$ cat src/rtl/noaa_window_stats.sv
// Sliding-window mean / standard deviation over the last DEPTH temperature samples.
// Define NOAA_STDDEV_EN to build the standard-deviation path (Sumsq, DIV_SQ, VAR, SQRT).
module noaa_window_stats #(
  parameter int DATA_W = 12,
  parameter int DEPTH  = 8,
  localparam int NW    = $clog2(DEPTH + 1)
) (
  input  logic              CLK,
  input  logic              RESET,
  input  logic [DATA_W-1:0] TN,
  input  logic              TN_VALID,
  input  logic              START,
  input  logic              MODE,
  output logic              SAMPLE,
  output logic              DONE,
  output logic [DATA_W-1:0] AVG_SD,
  output logic [NW-1:0]     N
);

  localparam int PW    = $clog2(DEPTH);
  localparam int SUM_W = DATA_W + $clog2(DEPTH);
`ifdef NOAA_STDDEV_EN
  localparam int SQ_W  = 2 * DATA_W + $clog2(DEPTH);
  localparam int VW    = 2 * DATA_W;
  localparam int DVW   = SQ_W;
`else
  localparam int DVW   = SUM_W;
`endif
  localparam int CW    = $clog2(DVW + 1);

  typedef enum logic [2:0] {S_IDLE, S_DIV_MEAN, S_DIV_SQ, S_VAR, S_SQRT, S_FINISH} state_t;
  state_t r_state, w_state_nxt;

  logic [DATA_W-1:0] r_win [DEPTH];
  logic [PW-1:0]     r_wptr;
  logic [NW-1:0]     r_n, w_n_nxt;
  logic [SUM_W-1:0]  r_tsum, w_tsum_nxt;
  logic              r_sample, r_done;
  logic [DATA_W-1:0] r_avg, r_result, w_old;
  logic [DVW-1:0]    r_dvd;
  logic [NW-1:0]     r_rem, w_rem_nxt;
  logic [CW-1:0]     r_cnt;
  logic [NW:0]       w_trial;
  logic              w_acc, w_start, w_full, w_qbit, w_cnt_last;

`ifdef NOAA_STDDEV_EN
  logic              r_mode;
  logic [SQ_W-1:0]   r_sumsq, w_sumsq_nxt;
  logic [VW-1:0]     r_msq, r_x, w_old_sq, w_tn_sq, w_mean_sq;
  logic [DATA_W-1:0] r_mean, r_root, r_srem, w_srem_nxt;
  logic [VW:0]       w_var;
  logic [DATA_W+1:0] w_sq_sh, w_sq_t;
  logic              w_sq_bit;
`else
  logic              w_unused_mode;
  assign w_unused_mode = MODE;
`endif

  // Window update values; a sample accepted with START is part of the snapshot.
  always_comb begin
    w_acc      = r_sample & TN_VALID;
    w_start    = r_sample & START;
    w_full     = (r_n == NW'(DEPTH));
    w_old      = w_full ? r_win[r_wptr] : '0;
    w_cnt_last = (r_cnt == '0);
    if (w_acc) begin
      w_n_nxt    = w_full ? r_n : r_n + NW'(1);
      w_tsum_nxt = r_tsum - SUM_W'(w_old) + SUM_W'(TN);
    end else begin
      w_n_nxt    = r_n;
      w_tsum_nxt = r_tsum;
    end
    // Restoring-divide step; the divisor is N, which is frozen while busy.
    w_trial   = {r_rem, r_dvd[DVW-1]};
    w_qbit    = (w_trial >= {1'b0, r_n});
    w_rem_nxt = w_qbit ? NW'(w_trial - {1'b0, r_n}) : w_trial[NW-1:0];
`ifdef NOAA_STDDEV_EN
    w_old_sq    = {{DATA_W{1'b0}}, w_old} * {{DATA_W{1'b0}}, w_old};
    w_tn_sq     = {{DATA_W{1'b0}}, TN} * {{DATA_W{1'b0}}, TN};
    w_sumsq_nxt = w_acc ? (r_sumsq - SQ_W'(w_old_sq) + SQ_W'(w_tn_sq)) : r_sumsq;
    w_mean_sq   = {{DATA_W{1'b0}}, r_mean} * {{DATA_W{1'b0}}, r_mean};
    w_var       = {1'b0, r_msq} - {1'b0, w_mean_sq};
    w_sq_sh     = {r_srem, r_x[VW-1 -: 2]};
    w_sq_t      = {r_root, 2'b01};
    w_sq_bit    = (w_sq_sh >= w_sq_t);
    w_srem_nxt  = w_sq_bit ? DATA_W'(w_sq_sh - w_sq_t) : w_sq_sh[DATA_W-1:0];
`endif
  end

  // Circular sample window with running sums.
  always_ff @(posedge CLK) begin
    if (RESET) begin
      for (int i = 0; i < DEPTH; i++) r_win[i] <= '0;
      r_wptr <= '0;
      r_n    <= '0;
      r_tsum <= '0;
`ifdef NOAA_STDDEV_EN
      r_sumsq <= '0;
`endif
    end else if (w_acc) begin
      r_win[r_wptr] <= TN;
      r_wptr        <= (r_wptr == PW'(DEPTH - 1)) ? '0 : r_wptr + PW'(1);
      r_n           <= w_n_nxt;
      r_tsum        <= w_tsum_nxt;
`ifdef NOAA_STDDEV_EN
      r_sumsq       <= w_sumsq_nxt;
`endif
    end
  end

  // FSM state register.
  always_ff @(posedge CLK) begin
    if (RESET) r_state <= S_IDLE;
    else       r_state <= w_state_nxt;
  end

  // FSM next-state logic.
  always_comb begin
    w_state_nxt = r_state;
    case (r_state)
      S_IDLE: begin
        if (w_start) w_state_nxt = (w_n_nxt == '0) ? S_FINISH : S_DIV_MEAN;
        else         w_state_nxt = S_IDLE;
      end
      S_DIV_MEAN: begin
        if (!w_cnt_last) w_state_nxt = S_DIV_MEAN;
`ifdef NOAA_STDDEV_EN
        else if (r_mode) w_state_nxt = S_DIV_SQ;
`endif
        else             w_state_nxt = S_FINISH;
      end
`ifdef NOAA_STDDEV_EN
      S_DIV_SQ: begin
        if (w_cnt_last) w_state_nxt = S_VAR;
        else            w_state_nxt = S_DIV_SQ;
      end
      S_VAR:    w_state_nxt = S_SQRT;
      S_SQRT: begin
        if (w_cnt_last) w_state_nxt = S_FINISH;
        else            w_state_nxt = S_SQRT;
      end
`endif
      S_FINISH: w_state_nxt = S_IDLE;
      default:  w_state_nxt = S_IDLE;
    endcase
  end

  // Computation datapath: divider, variance clamp and bit-serial square root.
  always_ff @(posedge CLK) begin
    if (RESET) begin
      r_dvd    <= '0;
      r_rem    <= '0;
      r_cnt    <= '0;
      r_result <= '0;
`ifdef NOAA_STDDEV_EN
      r_mode <= 1'b0;
      r_mean <= '0;
      r_msq  <= '0;
      r_x    <= '0;
      r_srem <= '0;
      r_root <= '0;
`endif
    end else begin
      case (r_state)
        S_IDLE: begin
          if (w_start) begin
            r_dvd    <= DVW'(w_tsum_nxt) << (DVW - SUM_W);
            r_rem    <= '0;
            r_cnt    <= CW'(SUM_W - 1);
            r_result <= '0;
`ifdef NOAA_STDDEV_EN
            r_mode   <= MODE;
`endif
          end
        end
        S_DIV_MEAN: begin
          r_dvd <= {r_dvd[DVW-2:0], w_qbit};
          r_rem <= w_rem_nxt;
          r_cnt <= r_cnt - CW'(1);
          if (w_cnt_last) begin
            r_result <= {r_dvd[DATA_W-2:0], w_qbit};
`ifdef NOAA_STDDEV_EN
            r_mean <= {r_dvd[DATA_W-2:0], w_qbit};
            r_dvd  <= r_sumsq;
            r_rem  <= '0;
            r_cnt  <= CW'(SQ_W - 1);
`endif
          end
        end
`ifdef NOAA_STDDEV_EN
        S_DIV_SQ: begin
          r_dvd <= {r_dvd[DVW-2:0], w_qbit};
          r_rem <= w_rem_nxt;
          r_cnt <= r_cnt - CW'(1);
          if (w_cnt_last) r_msq <= {r_dvd[VW-2:0], w_qbit};
        end
        S_VAR: begin
          r_x    <= w_var[VW] ? '0 : w_var[VW-1:0];
          r_srem <= '0;
          r_root <= '0;
          r_cnt  <= CW'(DATA_W - 1);
        end
        S_SQRT: begin
          r_x    <= r_x << 2;
          r_srem <= w_srem_nxt;
          r_root <= {r_root[DATA_W-2:0], w_sq_bit};
          r_cnt  <= r_cnt - CW'(1);
          if (w_cnt_last) r_result <= {r_root[DATA_W-2:0], w_sq_bit};
        end
`endif
        default: ;
      endcase
    end
  end

  // Handshake outputs; SAMPLE stays low through the DONE cycle.
  always_ff @(posedge CLK) begin
    if (RESET) begin
      r_sample <= 1'b0;
      r_done   <= 1'b0;
      r_avg    <= '0;
    end else begin
      r_sample <= (w_state_nxt == S_IDLE) && (r_state != S_FINISH);
      r_done   <= (r_state == S_FINISH);
      if (r_state == S_FINISH) r_avg <= r_result;
    end
  end

  assign SAMPLE = r_sample;
  assign DONE   = r_done;
  assign AVG_SD = r_avg;
  assign N      = r_n;

endmodule

$ cat config.mk
export PLATFORM = sky130hd
export DESIGN_NAME = noaa_window_stats
export DESIGN_NICKNAME = d
export VERILOG_FILES = /design/src/rtl/noaa_window_stats.sv
export SDC_FILE = /design/constraint.sdc
export NUM_CORES = 1
export LEC_CHECK = 0
export ABC_AREA = 0
export BUFFER_PORTS_ARGS = -buffer_cell sky130_fd_sc_hd__clkbuf_2
export CAP_MARGIN = 20
export CORE_MARGIN = 4
export CORE_UTILIZATION = 56
export CTS_CLUSTER_SIZE = 14
export DETAILED_ROUTE_END_ITERATION = 7
export PLACE_DENSITY = 0.77
export SLEW_MARGIN = 40
export SYNTH_ARGS = -nofsm -noshare
export SYNTH_HDL_FRONTEND = slang
export SYNTH_SLANG_ARGS = --single-unit
$ cat constraint.sdc
create_clock -name CLK -period 3.65 [get_ports CLK]
set_input_delay 0.5475 -clock CLK [delete_from_list [all_inputs] [get_ports CLK]]
set_output_delay 0.5475 -clock CLK [all_outputs]
set_load 0.01 [all_outputs]
Word level (Yosys, flattened, before mapping)
Memory sizes are Yosys's and may differ from the RTL's. A register that Yosys moved wholly into a read port is not among the register bits.
Cells that the tools add are included.
{"block": "word_totals", "reg_bits": 74, "ramBits": 96, "in_bits": 17, "out_inout_bits": 18, "word_cells": 66, "mem_count": 1}
{"block": "classes", "n_addsub": 6, "magnitude_cmp": 1, "eq_ne": 7, "muxes": 29, "bitwise_logic": 2, "n_reduce_logical": 9}
{"memory": "r_win", "depth": 8, "word_bits": 12, "read_ports": 1, "rd_clocked_by_memory_dff": 1, "wr": 8, "line": "34", "rtl": "logic [DATA_W-1:0] r_win [DEPTH];"}
{"operator": "12-bit 2-to-1 mux", "n": 4}
{"operator": "15-bit 2-to-1 mux", "n": 2}
{"operator": "15-bit one-hot mux with 2 select lines", "n": 1}
{"operator": "12-bit one-hot mux with 2 select lines", "n": 1}
{"operator": "3-bit 2-to-1 mux", "n": 7}
{"operator": "4-bit 2-to-1 mux", "n": 5}
{"operator": "4-bit one-hot mux with 2 select lines", "n": 2}
{"operator": "15-bit by 12-bit adder with 15-bit output", "n": 1}
{"operator": "15-bit by 12-bit subtractor with 15-bit output", "n": 1}
{"operator": "12-bit OR reduction", "n": 1}
{"operator": "4-bit logical NOT", "n": 2}
{"operator": "3-bit equality test (second input constant)", "n": 2}
{"operator": "3-bit logical NOT", "n": 2}
{"operator": "1-bit 2-to-1 mux", "n": 6}
{"operator": "3-bit one-hot mux with 2 select lines", "n": 1}
{"operator": "5-bit by 4-bit >= comparator with 1-bit output", "n": 1}
{"operator": "4-bit by 1-bit adder with 4-bit output (second input constant)", "n": 1}
{"operator": "4-bit equality test (second input constant)", "n": 1}
{"operator": "2-bit != test (second input constant)", "n": 2}
{"operator": "4-bit by 1-bit subtractor with 4-bit output (second input constant)", "n": 1}
{"operator": "4-bit subtractor", "n": 1}
{"operator": "3-bit by 1-bit adder with 3-bit output (second input constant)", "n": 1}
{"operator": "3-bit by 1-bit equality test with 1-bit output (second input constant)", "n": 1}
{"operator": "3-bit != test (second input constant)", "n": 1}
{"operator": "5 further kinds", "n": 6}

Logic depth before layout (Yosys ltp)
{"block": "logic_depth", "depth_word": 9, "mapped_depth": 16, "depth_no_buf": 15}

Least setup slack after synthesis
OpenSTA, ideal clock, no wires.
{"block": "synth_timing", "path_type": "register to register", "startpoint": "register (tool-made name)", "endpoint": "register r_dvd[14]", "setup_ps": 95, "arrival_time_ps": 3916, "t_required_ps": 3555, "path_slack_ps": -361, "stages_incl_launch_ff": 16, "n_path_buf": 3, "synth_period_minus_slack_ps": 4011, "path_cell_list": "dfxtp_1 clkbuf_1 buf_2 mux4_2 mux2i_1 nor2_1 fa_1 inv_1 ha_1 buf_6 a21oi_4 o21ai_2 or4_1 o32a_1 a2111o_1 o311ai_1"}
{"item": "end signal, assigned", "line": "167", "rtl": "r_dvd <= DVW'(w_tsum_nxt) << (DVW - SUM_W);"}
{"item": "end signal, assigned", "line": "177", "rtl": "r_dvd <= {r_dvd[DVW-2:0], w_qbit};"}
{"item": "end, declared", "line": "40", "rtl": "logic [DVW-1:0] r_dvd;"}

==> results by group <==
Setup path
  • Worst path bufs/invs: 6
  • Worst reg2reg setup slack: -0.12 ns
  • Setup Crit Path Kind: flip-flop to flip-flop
  • Crit Path Max Fanout: 5
  • Largest stage delay on the critical path: 0.52 ns
  • Crit end category: flip-flop
  • Cells along the critical path: buf_12 > buf_16 > mux4_2 > mux2i_4 > nor2_2 > fa_1 > inv_2 > ha_4 > a21o_1 > a21oi_4 > buf_4 > a21boi_2 > buf_4 > buf_4 > nor3b_1 > o21a_1 > o2bb2ai_1
  • CP max-delay cell: mux4_2
  • Crit-path most repeated cell: buf_4
  • Startpoint Class: flip-flop
  • WP data required: between 4 and 5 ns
  • Critical path arrival: about 4.1 ns
  • CP top delay family: buffers and inverters

Yosys
  • Mapped Cells: 822
  • YS warnings: 0
  • Largest family of logic cells by synthesized area: simple AND/OR/NAND/NOR gates
  • Seq/Total Area, Yosys: approximately half
  • Simple-gate share of the synthesized area: 16.5%
  • Syn_area_per_cell: ~10 sq um
  • Compound-Gate Fraction of Synth Area: 11.3%
  • Cell area after synthesis: 0.00858 sq mm
  • Post-synthesis mux area share: 8.05%
  • Prevailing post-synth register cell: edfxtp_1
  • Post-Synth XOR/XNOR Area: less than 1%
  • Asr flop ratio synth: 0%
  • Synthesized flop and latch total: 172
  • Yosys cell types: slightly below 60
  • Post-synth EDFFs: 96
  • Syn Nets: ~880
  • Synth Area in Adders: between 6 and 7%

Final layout
  • Final non-filler cell total: 1098
  • Final nets: 955
  • Final Cell Area: between 0.01 and 0.015 sq mm
  • Antenna cell count: 0
  • Post-layout util: 70.5%
  • Synthesis-to-layout area growth: 21.2%
  • Layout cells sized above 1: 25.1%

Die
  • Die H: 132 um
  • Full die area: 0.0174 sq mm
  • Num ports: 35
  • Initial Utilization: between 50% and 60%
  • Die width: 132 um
  • Core area: 0.0148 sq mm
  • FP Rows: 44

Global route
  • GRT overflow: 0
  • GRT Util Overall: between 20% and 30%
  • Antenna violations before repair: 0
  • Vias in the first global route: roughly 6.7k
  • Largest net degree at the start of global routing: 52
  • Global-route wire length before repair: 36000 um

Clocking
  • H-tree Lvls: 4
  • CTS max path bufs: 2
  • Root buf cell: clkbuf_16
  • Sink Count: between 150 and 200
  • CTS Buf Count: 17
  • Hold_buf cts: 0
  • Clock-pin slew on the worst setup and hold paths: 0.07 ns
  • CTS tree: yes
  • Latest clock arrival within the worst-skew pair: 0.44 ns

Timing
  • Setup_tns: -0.431 ns
  • Max Freq: around 260 MHz
  • RSZ-0062 raised after global routing: yes
  • Final Critical Period: about 3.8 ns
  • WHS: between 0.4 and 0.5 ns
  • Final WS setup: -0.125 ns
  • Final period util: 103%
  • Slew HR: 47.4%
  • Final slew viol count: 0
  • Worst Skew: around 0.013 ns
  • Worst Tran Pin Value: 0.784 ns
  • Final-report hold violation count: 0
  • # setup viols final: 8

Drt
  • Via density: 6.42
  • Drt pass-1 iters: 7
  • Antenna-violating nets left: 0
  • Wire length per cell: 21.2 um
  • Post-route DRC: 0
  • DRT iter0 DRCs: 750
  • Via count: 7045
  • WL final: approximately 23000 um

Placement
  • IO Port Bufs: 33
  • Place WS: -0.289 ns
  • Detailed placer's ending HPWL: about 14000 um
  • Post-placement cell area: 0.00934 sq mm
  • Dpl cells: 1051
  • Routability congestion estimate: about 0.9

Job
  • Maxcap violations: 0

Outcome
  • Outcome: finished with violations
  • Failing checks: negative setup slack

Power
  • Leakage power: around 3.7 nW
  • Total power draw: 5.18 mW
  • Pwr/cell area: 498 mW/mm^2
  • Maximum VDD drop: about 0.37 mV

Worst hold path
  • Worst Hold Class: input port to flip-flop
==> logic make-up (layout without fill, tap and decap cells) <==
| group | count (synthesis) | in the layout |
|---|---|---|
| XOR/XNOR | 9 | 9 |
| multiplexers | 39 | 39 |
| adder cells (fa/ha/maj) | 37 | 37 |
| AND/OR/NAND/NOR | 293 | 293 |
| buffers and inverters | 122 | 214 |
| AO/OA/AOI/OAI | 150 | 150 |
| flip-flops | 172 | 172 |
==> flip-flops by register name, indices dropped and copies added (netlist names), 4 cells and up, named ones only <==
register,cells
AVG_SD,12
N,4
r_cnt,4
r_dvd,15
r_rem,4
r_result,12
r_tsum,15
r_win,96
==> cells in the final DEF (no fill, tap or decap), types with 8 or more instances in the layout <==
cell type / count
edfxtp_1: 96
nor3_1: 83
nand2_1: 77
buf_4: 76
dfxtp_1: 75
a21oi_1: 56
inv_1: 50
nor2_1: 42
clkbuf_2: 33
mux4_2: 24
nor4_1: 24
nand3_1: 18
clkbuf_16: 17
ha_1: 16
clkinv_1: 13
o21ai_0: 13
fa_1: 12
mux2i_1: 9
a22oi_1: 8
==> final timing paths <==
path	start	end	depth (start not counted)
worst max-delay path	flip-flop	r_dvd[6]	17
worst min-delay path	TN[0]	r_win[0][0]	2
worst max register to register	flip-flop	r_dvd[6]	17
worst min register to register	AVG_SD[2]	AVG_SD[2]	2
==> report_power, final <==
| part | switching (mW) | internal (mW) |
|---|---|---|
| combinational | 0.651 | 0.495 |
| clock | 0.814 | 1.02 |
| sequential | 0.0683 | 2.13 |
==> layout make-up <==
cell class / instances / area [sq um]
sequential: 172 / 4410
fill: 966 / 4360
multi-input combinational: 528 / 4000
timing repair buffer: 119 / 933
clock buffer: 17 / 425
inverter: 63 / 236
tap: 184 / 230
clock inverter: 15 / 163
==> Yosys cell counts (8+ instances only) <==
| master | instances | share of area (%) |
|---|---|---|
| clkinv_1 | 11 | 0.48 |
| nor2_1 | 44 | 1.9 |
| fa_1 | 13 | 3.0 |
| a21oi_1 | 62 | 3.6 |
| ha_1 | 24 | 3.5 |
| mux2i_1 | 15 | 1.7 |
| clkbuf_1 | 47 | 2.1 |
| a22oi_1 | 8 | 0.70 |
| nand2_1 | 79 | 3.5 |
| nand3_1 | 19 | 1.1 |
| nor4_1 | 24 | 1.7 |
| buf_1 | 9 | 0.39 |
| nor3_1 | 84 | 4.9 |
| edfxtp_1 | 96 | 34 |
| dfxtp_1 | 76 | 18 |
| inv_1 | 52 | 2.3 |
| o21ai_0 | 22 | 1.3 |
| mux4_2 | 24 | 6.3 |
==> metal layers <==
metal  track usage (%)  wire (um)
met5                 0          0
met4              10.9        923
met3              6.07       2030
met2              42.3      11200
met1              34.4       9130
==> timing repair <==
action,CTS,global route
gates resized for setup,42,23
pin swaps,15,17
buffers inserted,8,5
setup endpoints to repair,15,18
endpoints found under the hold margin,0,0
cloned,3,0
No activity file was read; power rests on OpenSTA's default activity.
